<file path="config.mk">
export PLATFORM = sky130hd
export DESIGN_NAME = bsg_print_stat_logger_flat
export DESIGN_NICKNAME = d
export VERILOG_FILES = /design/src/rtl/bsg_print_stat_logger_pkg.sv /design/src/rtl/bsg_print_stat_logger_if.sv /design/src/rtl/bsg_print_stat_logger_record_fifo.sv /design/src/rtl/bsg_print_stat_logger.sv /design/src/flat_wrapper.sv
export SDC_FILE = /design/constraint.sdc
export NUM_CORES = 2
export LEC_CHECK = 0
export BUFFER_PORTS_ARGS = -buffer_cell sky130_fd_sc_hd__buf_2
export CORE_ASPECT_RATIO = 1.1
export CORE_MARGIN = 1.5
export CORE_UTILIZATION = 61
export CTS_CLUSTER_DIAMETER = 100
export DETAILED_ROUTE_END_ITERATION = 12
export PLACE_DENSITY_LB_ADDON = 0.3
export SLEW_MARGIN = 40
export SYNTH_ARGS = -nofsm -noshare
export SYNTH_HDL_FRONTEND = slang
export SYNTH_HIERARCHICAL = 1
export SYNTH_SLANG_ARGS = --single-unit
</file>
<file path="constraint.sdc">
create_clock -name clk_i -period 17.75 [get_ports clk_i]
set_clock_uncertainty 0.05 [all_clocks]
set_input_delay 4.4375 -clock clk_i [delete_from_list [all_inputs] [get_ports clk_i]]
set_output_delay 4.4375 -clock clk_i [all_outputs]
set_load 0.01 [all_outputs]
</file>
<file path="src/rtl/bsg_print_stat_logger_pkg.sv">
`default_nettype none
//==============================================================================
// Module      : bsg_print_stat_pkg
// Description : Shared types for the print-stat interval logger. Provides the
//               event-type encoding of tag[31:30], the tag field positions, a
//               helper for the tag-id width, and a macro that builds the packed
//               interval-record struct for given counter and tag-id widths.
// Revision    : 1.0 - initial release
//==============================================================================

// Interval record: kernel flag, tag id, start timestamp, elapsed cycles.
// The kernel flag is the MSB so the packed order matches the host's view.
`ifndef BSG_PRINT_STAT_REC_S
`define BSG_PRINT_STAT_REC_S(ctr_w, id_w) \
  struct packed { \
    logic                kernel; \
    logic [(id_w)-1:0]   tag_id; \
    logic [(ctr_w)-1:0]  start; \
    logic [(ctr_w)-1:0]  cycles; \
  }
`endif

package bsg_print_stat_pkg;

  typedef enum logic [1:0] {
    e_kernel_start = 2'd0,
    e_kernel_end   = 2'd1,
    e_tag_start    = 2'd2,
    e_tag_end      = 2'd3
  } print_stat_type_e;

  localparam int c_type_msb = 31;
  localparam int c_type_lsb = 30;
  localparam int c_id_lsb   = 0;

  // A single tag slot still needs a one-bit id field to stay a legal vector.
  function automatic int tag_id_width(input int els);
    return (els > 1) ? $clog2(els) : 1;
  endfunction

endpackage
`default_nettype wire

</file>
<file path="src/rtl/bsg_print_stat_logger_if.sv">
`default_nettype none
//==============================================================================
// Module      : bsg_print_stat_logger_if
// Description : Record drain channel between the logger and the host side.
//               valid/ready handshake plus the record payload.
//   v / ready           : record available / host accepts it
//   rec_kernel          : 1 = kernel record, 0 = user-tag record
//   rec_tag_id          : tag id (0 for kernel records)
//   rec_start           : counter value at the start event
//   rec_cycles          : end counter minus start counter
// Revision    : 1.0 - initial release
//==============================================================================
interface bsg_print_stat_logger_if #(
  parameter int ctr_width_p    = 64,
  parameter int tag_id_width_p = 4
);
  logic                      v;
  logic                      ready;
  logic                      rec_kernel;
  logic [tag_id_width_p-1:0] rec_tag_id;
  logic [ctr_width_p-1:0]    rec_start;
  logic [ctr_width_p-1:0]    rec_cycles;

  modport master (
    output v, rec_kernel, rec_tag_id, rec_start, rec_cycles,
    input  ready
  );

  modport slave (
    input  v, rec_kernel, rec_tag_id, rec_start, rec_cycles,
    output ready
  );
endinterface
`default_nettype wire

</file>
<file path="src/rtl/bsg_print_stat_logger_record_fifo.sv">
`default_nettype none
//==============================================================================
// Module      : bsg_print_stat_record_fifo
// Description : Two-pointer 1r1w FIFO of interval records. The head entry is
//               held in an output register that reads 0 while empty. A push on
//               a full FIFO is accepted only when a pop happens that cycle.
//   clk_i, reset_n_i    : clock, asynchronous active-low reset
//   v_i, data_i         : push request and record
//   yumi_i              : consumer takes the head (ignored when empty)
//   data_o              : head record (0 when empty)
//   full_o, empty_o     : occupancy flags
// Revision    : 1.0 - initial release
//==============================================================================
module bsg_print_stat_record_fifo
  import bsg_print_stat_pkg::*;
#(
  parameter int els_p          = 8,
  parameter int ctr_width_p    = 64,
  parameter int tag_id_width_p = 4
) (
  input  logic                                   clk_i,
  input  logic                                   reset_n_i,
  input  logic                                   v_i,
  input  logic [1+tag_id_width_p+2*ctr_width_p-1:0] data_i,
  input  logic                                   yumi_i,
  output logic [1+tag_id_width_p+2*ctr_width_p-1:0] data_o,
  output logic                                   full_o,
  output logic                                   empty_o
);

  typedef `BSG_PRINT_STAT_REC_S(ctr_width_p, tag_id_width_p) rec_t;

  localparam int ptr_w_lp = (els_p > 1) ? $clog2(els_p) : 1;
  localparam int cnt_w_lp = $clog2(els_p + 1);

  rec_t                mem_q [els_p];
  rec_t                head_q, head_d;
  logic [ptr_w_lp-1:0] wptr_q, wptr_d;
  logic [ptr_w_lp-1:0] rptr_q, rptr_d;
  logic [cnt_w_lp-1:0] count_q, count_d;
  logic                push, pop;

  function automatic logic [ptr_w_lp-1:0] ptr_inc(input logic [ptr_w_lp-1:0] p);
    return (p == ptr_w_lp'(els_p - 1)) ? '0 : p + 1'b1;
  endfunction

  assign full_o  = (count_q == cnt_w_lp'(els_p));
  assign empty_o = (count_q == '0);
  assign data_o  = head_q;

  always_comb begin
    pop     = yumi_i & ~empty_o;
    push    = v_i & (~full_o | pop);
    wptr_d  = push ? ptr_inc(wptr_q) : wptr_q;
    rptr_d  = pop  ? ptr_inc(rptr_q) : rptr_q;
    count_d = count_q;
    if (push && !pop)      count_d = count_q + 1'b1;
    else if (pop && !push) count_d = count_q - 1'b1;

    // The head register must always mirror the oldest stored entry. When the
    // last entry leaves, a simultaneous push becomes the new head directly.
    head_d = head_q;
    if (pop) begin
      if (count_q == cnt_w_lp'(1)) head_d = push ? rec_t'(data_i) : '0;
      else                         head_d = mem_q[ptr_inc(rptr_q)];
    end else if (empty_o && push) begin
      head_d = rec_t'(data_i);
    end
  end

  always_ff @(posedge clk_i or negedge reset_n_i) begin
    if (!reset_n_i) begin
      head_q  <= '0;
      wptr_q  <= '0;
      rptr_q  <= '0;
      count_q <= '0;
    end else begin
      head_q  <= head_d;
      wptr_q  <= wptr_d;
      rptr_q  <= rptr_d;
      count_q <= count_d;
    end
  end

  // Storage contents are don't-care while unoccupied, so no reset is needed.
  always_ff @(posedge clk_i) begin
    if (push) mem_q[wptr_q] <= rec_t'(data_i);
  end

endmodule
`default_nettype wire

</file>
<file path="src/rtl/bsg_print_stat_logger.sv">
`default_nettype none
//==============================================================================
// Module      : bsg_print_stat_logger
// Description : Pairs print-stat start/end events per tag slot and kernel
//               slot, forms {start, elapsed cycles} records and buffers them
//               for the host. Keeps saturating protocol-error and drop counts.
//   clk_i, reset_n_i    : clock, asynchronous active-low reset
//   print_stat_v_i      : event present this cycle
//   print_stat_tag_i    : [31:30] event type, low bits tag id
//   global_ctr_i        : free-running cycle count
//   rec_if (master)     : record drain channel (valid/ready + payload)
//   open_mask_o         : open flags, MSB is the kernel slot
//   err_cnt_o           : protocol errors (saturating)
//   drop_cnt_o          : records dropped on a full FIFO (saturating)
// Revision    : 1.0 - initial release
//==============================================================================
module bsg_print_stat_logger
  import bsg_print_stat_pkg::*;
#(
  parameter int data_width_p    = 32,
  parameter int ctr_width_p     = 64,
  parameter int tag_els_p       = 16,
  parameter int fifo_els_p      = 8,
  parameter int err_ctr_width_p = 16
) (
  input  logic                       clk_i,
  input  logic                       reset_n_i,
  input  logic                       print_stat_v_i,
  input  logic [data_width_p-1:0]    print_stat_tag_i,
  input  logic [ctr_width_p-1:0]     global_ctr_i,
  bsg_print_stat_logger_if.master    rec_if,
  output logic [tag_els_p:0]         open_mask_o,
  output logic [err_ctr_width_p-1:0] err_cnt_o,
  output logic [err_ctr_width_p-1:0] drop_cnt_o
);

  localparam int id_w_lp   = tag_id_width(tag_els_p);
  localparam int slot_w_lp = $clog2(tag_els_p + 1);
  localparam int rec_w_lp  = 1 + id_w_lp + 2 * ctr_width_p;

  typedef `BSG_PRINT_STAT_REC_S(ctr_width_p, id_w_lp) rec_t;

  logic [tag_els_p:0]         open_q, open_d;
  logic [ctr_width_p-1:0]     start_q [tag_els_p+1];
  logic [ctr_width_p-1:0]     start_d [tag_els_p+1];
  logic [err_ctr_width_p-1:0] err_cnt_q, err_cnt_d;
  logic [err_ctr_width_p-1:0] drop_cnt_q, drop_cnt_d;

  print_stat_type_e ev_type;
  logic [id_w_lp-1:0]   ev_id;
  logic [slot_w_lp-1:0] slot;
  logic                 is_kernel, is_start, slot_open;
  logic                 push, pop, drop, err_event;
  logic                 fifo_full, fifo_empty;
  rec_t                 rec_in, rec_out;
  logic                 unused_tag_bits;

  assign unused_tag_bits = ^print_stat_tag_i;

  always_comb begin
    ev_type   = print_stat_type_e'(print_stat_tag_i[c_type_msb:c_type_lsb]);
    ev_id     = (tag_els_p > 1) ? print_stat_tag_i[c_id_lsb +: id_w_lp] : '0;
    is_kernel = (ev_type == e_kernel_start) || (ev_type == e_kernel_end);
    is_start  = (ev_type == e_kernel_start) || (ev_type == e_tag_start);
    slot      = is_kernel ? slot_w_lp'(tag_els_p) : slot_w_lp'(ev_id);
    slot_open = open_q[slot];

    open_d    = open_q;
    start_d   = start_q;
    push      = 1'b0;
    err_event = 1'b0;
    rec_in    = '0;

    if (print_stat_v_i) begin
      if (is_start) begin
        // A repeated start restarts the interval and is flagged.
        open_d[slot]  = 1'b1;
        start_d[slot] = global_ctr_i;
        err_event     = slot_open;
      end else begin
        if (slot_open) begin
          open_d[slot]  = 1'b0;
          push          = 1'b1;
          rec_in.kernel = is_kernel;
          rec_in.tag_id = is_kernel ? '0 : ev_id;
          rec_in.start  = start_q[slot];
          // Modular subtraction handles a counter wrap inside the interval.
          rec_in.cycles = global_ctr_i - start_q[slot];
        end else begin
          err_event = 1'b1;
        end
        // Ending the kernel with user tags still open is also a protocol error;
        // the tag slots themselves are left alone.
        if (is_kernel && (|open_q[tag_els_p-1:0])) err_event = 1'b1;
      end
    end

    pop  = rec_if.ready & ~fifo_empty;
    drop = push & fifo_full & ~pop;

    err_cnt_d  = err_cnt_q;
    drop_cnt_d = drop_cnt_q;
    if (err_event && (err_cnt_q != '1)) err_cnt_d  = err_cnt_q + 1'b1;
    if (drop && (drop_cnt_q != '1))     drop_cnt_d = drop_cnt_q + 1'b1;
  end

  always_ff @(posedge clk_i or negedge reset_n_i) begin
    if (!reset_n_i) begin
      open_q     <= '0;
      err_cnt_q  <= '0;
      drop_cnt_q <= '0;
      for (int i = 0; i <= tag_els_p; i++) start_q[i] <= '0;
    end else begin
      open_q     <= open_d;
      err_cnt_q  <= err_cnt_d;
      drop_cnt_q <= drop_cnt_d;
      for (int i = 0; i <= tag_els_p; i++) start_q[i] <= start_d[i];
    end
  end

  logic [rec_w_lp-1:0] fifo_data_out;

  bsg_print_stat_record_fifo #(
    .els_p          (fifo_els_p),
    .ctr_width_p    (ctr_width_p),
    .tag_id_width_p (id_w_lp)
  ) u_fifo (
    .clk_i     (clk_i),
    .reset_n_i (reset_n_i),
    .v_i       (push),
    .data_i    (rec_in),
    .yumi_i    (rec_if.ready),
    .data_o    (fifo_data_out),
    .full_o    (fifo_full),
    .empty_o   (fifo_empty)
  );

  assign rec_out           = rec_t'(fifo_data_out);
  assign rec_if.v          = ~fifo_empty;
  assign rec_if.rec_kernel = rec_out.kernel;
  assign rec_if.rec_tag_id = rec_out.tag_id;
  assign rec_if.rec_start  = rec_out.start;
  assign rec_if.rec_cycles = rec_out.cycles;

  assign open_mask_o = open_q;
  assign err_cnt_o   = err_cnt_q;
  assign drop_cnt_o  = drop_cnt_q;

endmodule
`default_nettype wire

</file>
<file path="src/flat_wrapper.sv">
// flat-port wrapper written by rule: the top's interface ports become plain ports
module bsg_print_stat_logger_flat import bsg_print_stat_pkg::*;
#(
  parameter int data_width_p    = 32,
  parameter int ctr_width_p     = 64,
  parameter int tag_els_p       = 16,
  parameter int fifo_els_p      = 8,
  parameter int err_ctr_width_p = 16
)
  (clk_i, reset_n_i, print_stat_v_i, print_stat_tag_i, global_ctr_i, open_mask_o, err_cnt_o, drop_cnt_o, rec_if_v, rec_if_rec_kernel, rec_if_rec_tag_id, rec_if_rec_start, rec_if_rec_cycles, rec_if_ready);
  bsg_print_stat_logger_if #(.ctr_width_p(ctr_width_p), .tag_id_width_p(4)) rec_if_i ();
  input  logic clk_i;
  input  logic reset_n_i;
  input  logic print_stat_v_i;
  input  logic [data_width_p-1:0] print_stat_tag_i;
  input  logic [ctr_width_p-1:0] global_ctr_i;
  output logic [tag_els_p:0] open_mask_o;
  output logic [err_ctr_width_p-1:0] err_cnt_o;
  output logic [err_ctr_width_p-1:0] drop_cnt_o;
  output wire logic [$bits(rec_if_i.v)-1:0] rec_if_v;
  output wire logic [$bits(rec_if_i.rec_kernel)-1:0] rec_if_rec_kernel;
  output wire logic [$bits(rec_if_i.rec_tag_id)-1:0] rec_if_rec_tag_id;
  output wire logic [$bits(rec_if_i.rec_start)-1:0] rec_if_rec_start;
  output wire logic [$bits(rec_if_i.rec_cycles)-1:0] rec_if_rec_cycles;
  input wire logic [$bits(rec_if_i.ready)-1:0] rec_if_ready;
  assign rec_if_v = rec_if_i.v;
  assign rec_if_rec_kernel = rec_if_i.rec_kernel;
  assign rec_if_rec_tag_id = rec_if_i.rec_tag_id;
  assign rec_if_rec_start = rec_if_i.rec_start;
  assign rec_if_rec_cycles = rec_if_i.rec_cycles;
  assign rec_if_i.ready = rec_if_ready;
  bsg_print_stat_logger #(.data_width_p(data_width_p), .ctr_width_p(ctr_width_p), .tag_els_p(tag_els_p), .fifo_els_p(fifo_els_p), .err_ctr_width_p(err_ctr_width_p)) u_core (.clk_i(clk_i), .reset_n_i(reset_n_i), .print_stat_v_i(print_stat_v_i), .print_stat_tag_i(print_stat_tag_i), .global_ctr_i(global_ctr_i), .rec_if(rec_if_i), .open_mask_o(open_mask_o), .err_cnt_o(err_cnt_o), .drop_cnt_o(drop_cnt_o));
endmodule
</file>
## Word-level counts from Yosys, hierarchy flattened

Memories as Yosys holds them, arrays and structs flattened.
Cells that the tools add are included.

| word-level totals | value |
|---|---|
| bits in latches | 0 |
| memory bits (read-only) | 0 |
| flip-flop bits (word level) | 1280 |
| output and inout bits | 183 |
| bits of input ports | 100 |
| memories kept | 1 |
| RAM bits | 1064 |

Memory list:

| memory | depth | width | read ports | clocked after Yosys merged registers in | write ports | RTL line | source |
|---|---|---|---|---|---|---|---|
| u_core.u_fifo.mem_q | 8 | 133 | 1 | 0 | 1 | bsg_print_stat_logger_record_fifo.sv:36 | `rec_t mem_q [els_p];` |

| operators by class | value |
|---|---|
| reduce and logical (&&, ||, !) cells | 20 |
| div/mod/pow operators | 0 |
| add/subtract/negate cells | 7 |
| equal/unequal tests | 8 |
| magnitude comparators | 4 |
| shift-type cells | 0 |
| bitwise logic cells | 12 |
| multiply operators | 0 |
| multiplexer cells | 34 |

Operators with widths:

| operator | number |
|---|---|
| bitwise mux 1088 bit | 1 |
| two-way mux 133 bit | 7 |
| binary-select mux 64 bit (select 5 bit) | 1 |
| demux 64 bit (select 5 bit) | 1 |
| two-way mux 64 bit | 3 |
| subtractor 64 bit | 1 |
| two-way mux 17 bit | 2 |
| adder 16 x 1 -> 16 bit (second input constant) | 2 |
| != test 16 bit (second input constant) | 2 |
| bitwise AND 17 bit | 1 |
| inverter 17 bit | 1 |
| OR 17 bit | 1 |
| OR reduction 16 bit | 1 |
| two-way mux 4 bit | 3 |
| two-way mux 1 bit | 11 |
| logical AND 1 bit | 8 |
| adder 3 x 1 -> 3 bit (second input constant) | 2 |
| equality test 3 bit (second input constant) | 2 |
| greater-or-equal comparator 6 bit (second input constant) | 1 |
| less-than comparator 5 x 6 -> 1 bit (second input constant) | 1 |
| less-than comparator 6 x 1 -> 1 bit (second input constant) | 1 |
| two-way mux 3 bit | 2 |
| inverter 5 -> 6 bit | 1 |
| nonzero test 2 bit | 3 |
| other kinds (18) | 26 |

## Logic depth before layout (Yosys ltp)

| logic depth | value |
|---|---|
| depth in word-level cells | 14 |
| gate-level depth with buffers | 24 |
| mapped depth without buffers | 22 |

## Modules after synthesis

Netlist, hierarchy kept.

By module, submodules not included:

| module | instances | seq. area each (um^2) | area an instance (um^2) | cells each |
|---|---|---|---|---|
| bsg_print_stat_logger | 1 | 28452.3 | 54920.2 | 4662 |
| bsg_print_stat_record_fifo | 1 | 35529.1 | 47140.2 | 2962 |

## Worst setup path before layout

No wires, ideal clock.

| timing | value |
|---|---|
| path type | input -> register |
| start point | in print_stat_tag_i[1] |
| end point | mem u_core/u_fifo/mem_q[0][0] (netlist name) (enable) |
| buffers on the path | 2 |
| setup time | 952 ps |
| data arrival time | 18553 ps |
| stages on the path | 10 |
| slack | -1805 ps |
| cells stage by stage | buf_4 mux2i_1 a221oi_2 o22ai_1 a21o_1 a21o_1 clkbuf_1 clkinv_1 o21ai_1 nor4_1 |

| between the ends | value |
|---|---|
| cells in the longest elaborated chain, start to end | 9 |

RTL lines:

| what | RTL line | source |
|---|---|---|
| start, declared | flat_wrapper.sv:15 | `input logic [data_width_p-1:0] print_stat_tag_i;` |
| two-way mux 5 bit | bsg_print_stat_logger.sv:65 | `slot = is_kernel ? slot_w_lp'(tag_els_p) : slot_w_lp'(ev_id);` |
| binary-select mux 1 bit (select 5 bit) | bsg_print_stat_logger.sv:66 | `slot_open = open_q[slot];` |
| two-way mux 1 bit (implied by the code) | bsg_print_stat_logger.sv:66 |  |
| two-way mux 1 bit | bsg_print_stat_logger.sv:81 | `if (slot_open) begin` |
| two-way mux 1 bit | bsg_print_stat_logger.sv:75 | `if (is_start) begin` |
| two-way mux 1 bit | bsg_print_stat_logger.sv:74 | `if (print_stat_v_i) begin` |
| via u_core.push | bsg_print_stat_logger.sv:53 | `logic push, pop, drop, err_event;` |
| bitwise AND 1 bit | bsg_print_stat_logger_record_fifo.sv:53 | `push = v_i & (~full_o \| pop);` |
| two-way mux 1 bit | bsg_print_stat_logger_record_fifo.sv:87 | `if (push) mem_q[wptr_q] <= rec_t'(data_i);` |
| two-way mux 1 bit (implied by the code) | bsg_print_stat_logger_record_fifo.sv:87 |  |
| end, declared | bsg_print_stat_logger_record_fifo.sv:36 |  |

The timed path passes the listed nets, and every way through them passes these cells. The select of a mux whose other input is x is not followed.

==> flow_metrics.py <==
metrics = {
    "outcome": {
        "status": "completed",
    },
    "sta": {
        "fin_crit_ns": 11.94,
        "post-route-period-util": 0.6726,
        "setup_violations": 0,
        "tns_ns": 0,
        "final_hold_viol_count": 0,
        "slew_headroom": 0.3645,
        "rsz0062_at_grt": "no",
        "timing.fmax_ghz": 0.08376,
        "drv_slew": 0,
        "tightest_slew_ns": 0.9532,
    },
    "setup_path": {
        "cpMostUsedCell": "nand2_1",
        "regToRegEndpoint": "u_core/u_fifo/data_o[58]$_DFFE_PN0P_",
        "crit_required_ns": 18.49,
        "crit_type": "in -> reg",
        "crit_fanout": 88,
        "reg2regPathDepth": 17,
        "r2r-start": "u_core/start_q[972]$_DFFE_PN0P_",
        "crit_buf_inv": 4,
        "startpoint_type": "input pin",
        "path_delay_family": "simple AND/OR/NAND/NOR gates",
        "critPathMaxStageDelay_ns": 0.79,
        "worst_ep_arrival_time_ns": 12.68,
        "cp_cell_sequence": "clkbuf_8 > buf_12 > nand2_1 > or2_4 > buf_4 > buf_4 > o22ai_1 > o21ai_0 > nand2_1 > a211oi_1 > a21oi_1 > ha_1 > nand2_1 > nor3_1 > nand2b_1 > or3_1 > o32a_1 > a211oi_1 > nor3_1 > nor3b_2 > o21bai_1 > a21oi_1",
        "cp_slowest_cell": "buf_4",
        "critPathCaptureType": "register",
        "r2r_setup_slack_ns": 12.09,
    },
    "clock_network": {
        "cts_hold_buffers": 0,
        "cts_buffers": 217,
        "postCtsSetupBuffers": 0,
        "clock-root-buffer": "clkbuf_16",
        "cts.sinks": 2344,
        "insertion_delay_ns": 0.88,
        "clk_pin_slew_ns": 0.06,
        "cts-resized-gates": 0,
        "cts_tree": "built",
        "clock_path_buffers": 3,
        "htree_levels": 4,
    },
    "power": {
        "p_per_area_nw_per_um2": 137.5,
        "ir_drop_v": 0.0001461,
        "power.leakage_nw": 47.14,
    },
    "logic_synthesis": {
        "synth_ff_type": "dfrtp_1",
        "synth_seq_cells": 2344,
        "synth_area_um2": 102100,
        "synth_top_cells_by_area": "dfrtp_1 (31%), edfxtp_1 (31%), mux2_2 (12%)",
        "syn_inst": 7624,
        "seq_area_frac_synth": 0.6269,
        "ys_warn_count": 6,
        "avgSynthCellArea_um2": 13.39,
        "synth.distinct_cells": 79,
        "synth-edff-count": 1064,
        "synth.top_cell.area_share": 0.3138,
        "syn_nets": 7799,
        "yosysTopAreaCell": "dfrtp_1",
        "async_reset_ff_frac": 0.5461,
    },
    "global_route": {
        "grt_start_max_net_pins": 163,
        "grt_use_total": 0.3392,
        "grt_pass1_wl_mm": 430.4,
        "grt_pass1_vias": 68850,
        "antenna_found_initial": 31,
        "globalRouteOverflowTotal": 0,
    },
    "detailed_routing": {
        "routedWlPerCell_um": 28.89,
        "dr.pass1.iters": 6,
        "drtAntennaViolNets": 0,
        "viasPerCell": 6.826,
        "drtIter0Drc": 7590,
        "route.vias.total": 68650,
        "drc": 0,
        "wirelength_mm": 290.5,
    },
    "floorplan": {
        "die_w_um": 393,
        "ioPinCount": 283,
        "core.rowCount": 157,
        "die_h_um": 432,
        "fp.coreArea_um2": 166400,
        "initial_core_util": 0.6134,
        "dieArea_um2": 169800,
    },
    "run": {
        "drv_cap": 0,
    },
    "worst_hold_path": {
        "holdPathEnd": "u_core/err_cnt_o[9]$_DFFE_PN0P_",
        "worstHoldStart": "u_core/err_cnt_o[9]$_DFFE_PN0P_",
        "min_path_type": "reg -> reg",
        "whs_path_depth": 1,
    },
    "placed_design": {
        "place.gp.congestion": 0.9177,
        "hpwl_mm": 162.1,
        "portBuffers": 256,
    },
    "finish": {
        "synthToLayoutAreaGrowth_pct": 10.98,
        "final_layout_size_suffix_gt1_frac": 0.2438,
        "utilization": 0.6808,
        "nets": 7808,
    },
}
==> logic make-up after synthesis <==
kind of cell	share of synthesized area
buf+inv	0.02697
xor+xnor	0.006522
simple gates	0.04107
fa+ha+maj	0.009268
mux	0.1595
compound gates	0.1297
flops	0.6269
==> worst max-delay path by stage <==
| stage | startpoint | endpoint | slack (ns) | depth (start not counted) |
|---|---|---|---|---|
| floorplan | print_stat_tag_i[1] | u_core/u_fifo/mem_q[1][0]$_DFFE_PP_ | 1.69 | 12 |
| global placement | print_stat_tag_i[1] | u_core/u_fifo/data_o[57]$_DFFE_PN0P_ | 4.79 | 21 |
| detailed placement | print_stat_tag_i[1] | u_core/u_fifo/data_o[53]$_DFFE_PN0P_ | 4.96 | 21 |
| CTS | print_stat_tag_i[1] | u_core/u_fifo/data_o[53]$_DFFE_PN0P_ | 5.81 | 21 |
| global route | print_stat_tag_i[1] | u_core/u_fifo/data_o[57]$_DFFE_PN0P_ | 5.78 | 22 |
| finish | print_stat_tag_i[1] | u_core/u_fifo/data_o[57]$_DFFE_PN0P_ | 5.81 | 22 |
==> registers in the layout, indices dropped and copies added (netlist names), named ones only <==
register,cells
u_core/u_fifo/mem_q,1064
u_core/drop_cnt_o,16
u_core/start_q,1088
u_core/u_fifo/wptr_q,3
u_core/u_fifo/count_q,4
u_core/err_cnt_o,16
u_core/u_fifo/data_o,133
u_core/u_fifo/rptr_q,3
==> cells in the final DEF, fill, tap and decap left out, types with 20 or more instances in the layout <==
master	instances
dfrtp_1	1279
mux2_2	1070
edfxtp_1	1064
nor2_1	587
a21oi_1	437
mux2i_1	386
o22ai_1	315
a211oi_1	267
buf_2	252
o21ai_0	241
clkbuf_16	218
nand2_1	175
o211ai_1	163
o21bai_1	154
o221ai_1	135
a22oi_1	132
buf_4	76
ha_1	72
a21o_1	53
xnor2_1	53
clkbuf_1	47
clkbuf_8	46
nand3_1	39
inv_1	38
clkinv_2	37
a311oi_1	27
nand4_1	27
buf_6	24
xor2_1	23
buf_12	22
bufinv_16	21
nor3_1	21
nor2_4	20
==> routing by layer <==
layer | vias up | wire length (um) | global-route usage
met5 | - | 154 | 0
met4 | 22 | 10700 | 0.1349
met3 | 677 | 28340 | 0.06637
met2 | 3790 | 138400 | 0.5404
met1 | 35240 | 113000 | 0.4609
li1 | 28920 | - | -
==> per-stage QoR <==
stage | worst slack [ns] | power (W) | area, um^2 | std cells | hold slack, ns
floorplan | 1.687 | 0.009238 | 102100 | 7624 | 0.3992
global route | 5.784 | 0.01610 | 113300 | 10050 | 0.4446
finish | 5.811 | 0.01557 | 113300 | 10060 | 0.4337
global placement | 4.789 | 0.01058 | 104900 | 9606 | 0.4118
detailed placement | 4.961 | 0.01077 | 105700 | 9633 | 0.4204
CTS | 5.812 | 0.01551 | 113000 | 10030 | 0.4343
==> where the power goes <==
group	switching, W	leakage (nW)	internal, W
registers	0.000366	26.8	0.00619
logic	0.00277	16.7	0.00148
clock network	0.00202	3.61	0.00274
total	0.00515	47.1	0.0104
==> final cells by class <==
type / instances / area [um^2]
multi-input cells: 4627 / 35780
flip-flops and latches: 2344 / 63990
fillers: 11290 / 53120
repair buffers: 402 / 3172
clock buffers: 308 / 6223
inverters: 41 / 160.2
clock inverters: 92 / 1122
diodes: 17 / 42.54
well taps: 2226 / 2785
==> cell usage after synthesis, drive strengths merged (74+ instances only) <==
cell type / number
o221ai: 135
o21ai: 248
dfrtp: 1280
a211oi: 272
clkbuf: 397
edfxtp: 1064
ha: 74
mux2: 1085
a22oi: 132
o21bai: 154
o22ai: 315
nand2: 178
buf: 215
a21oi: 440
mux2i: 388
o211ai: 164
nor2: 609
No activity file was read; power rests on OpenSTA's default activity.
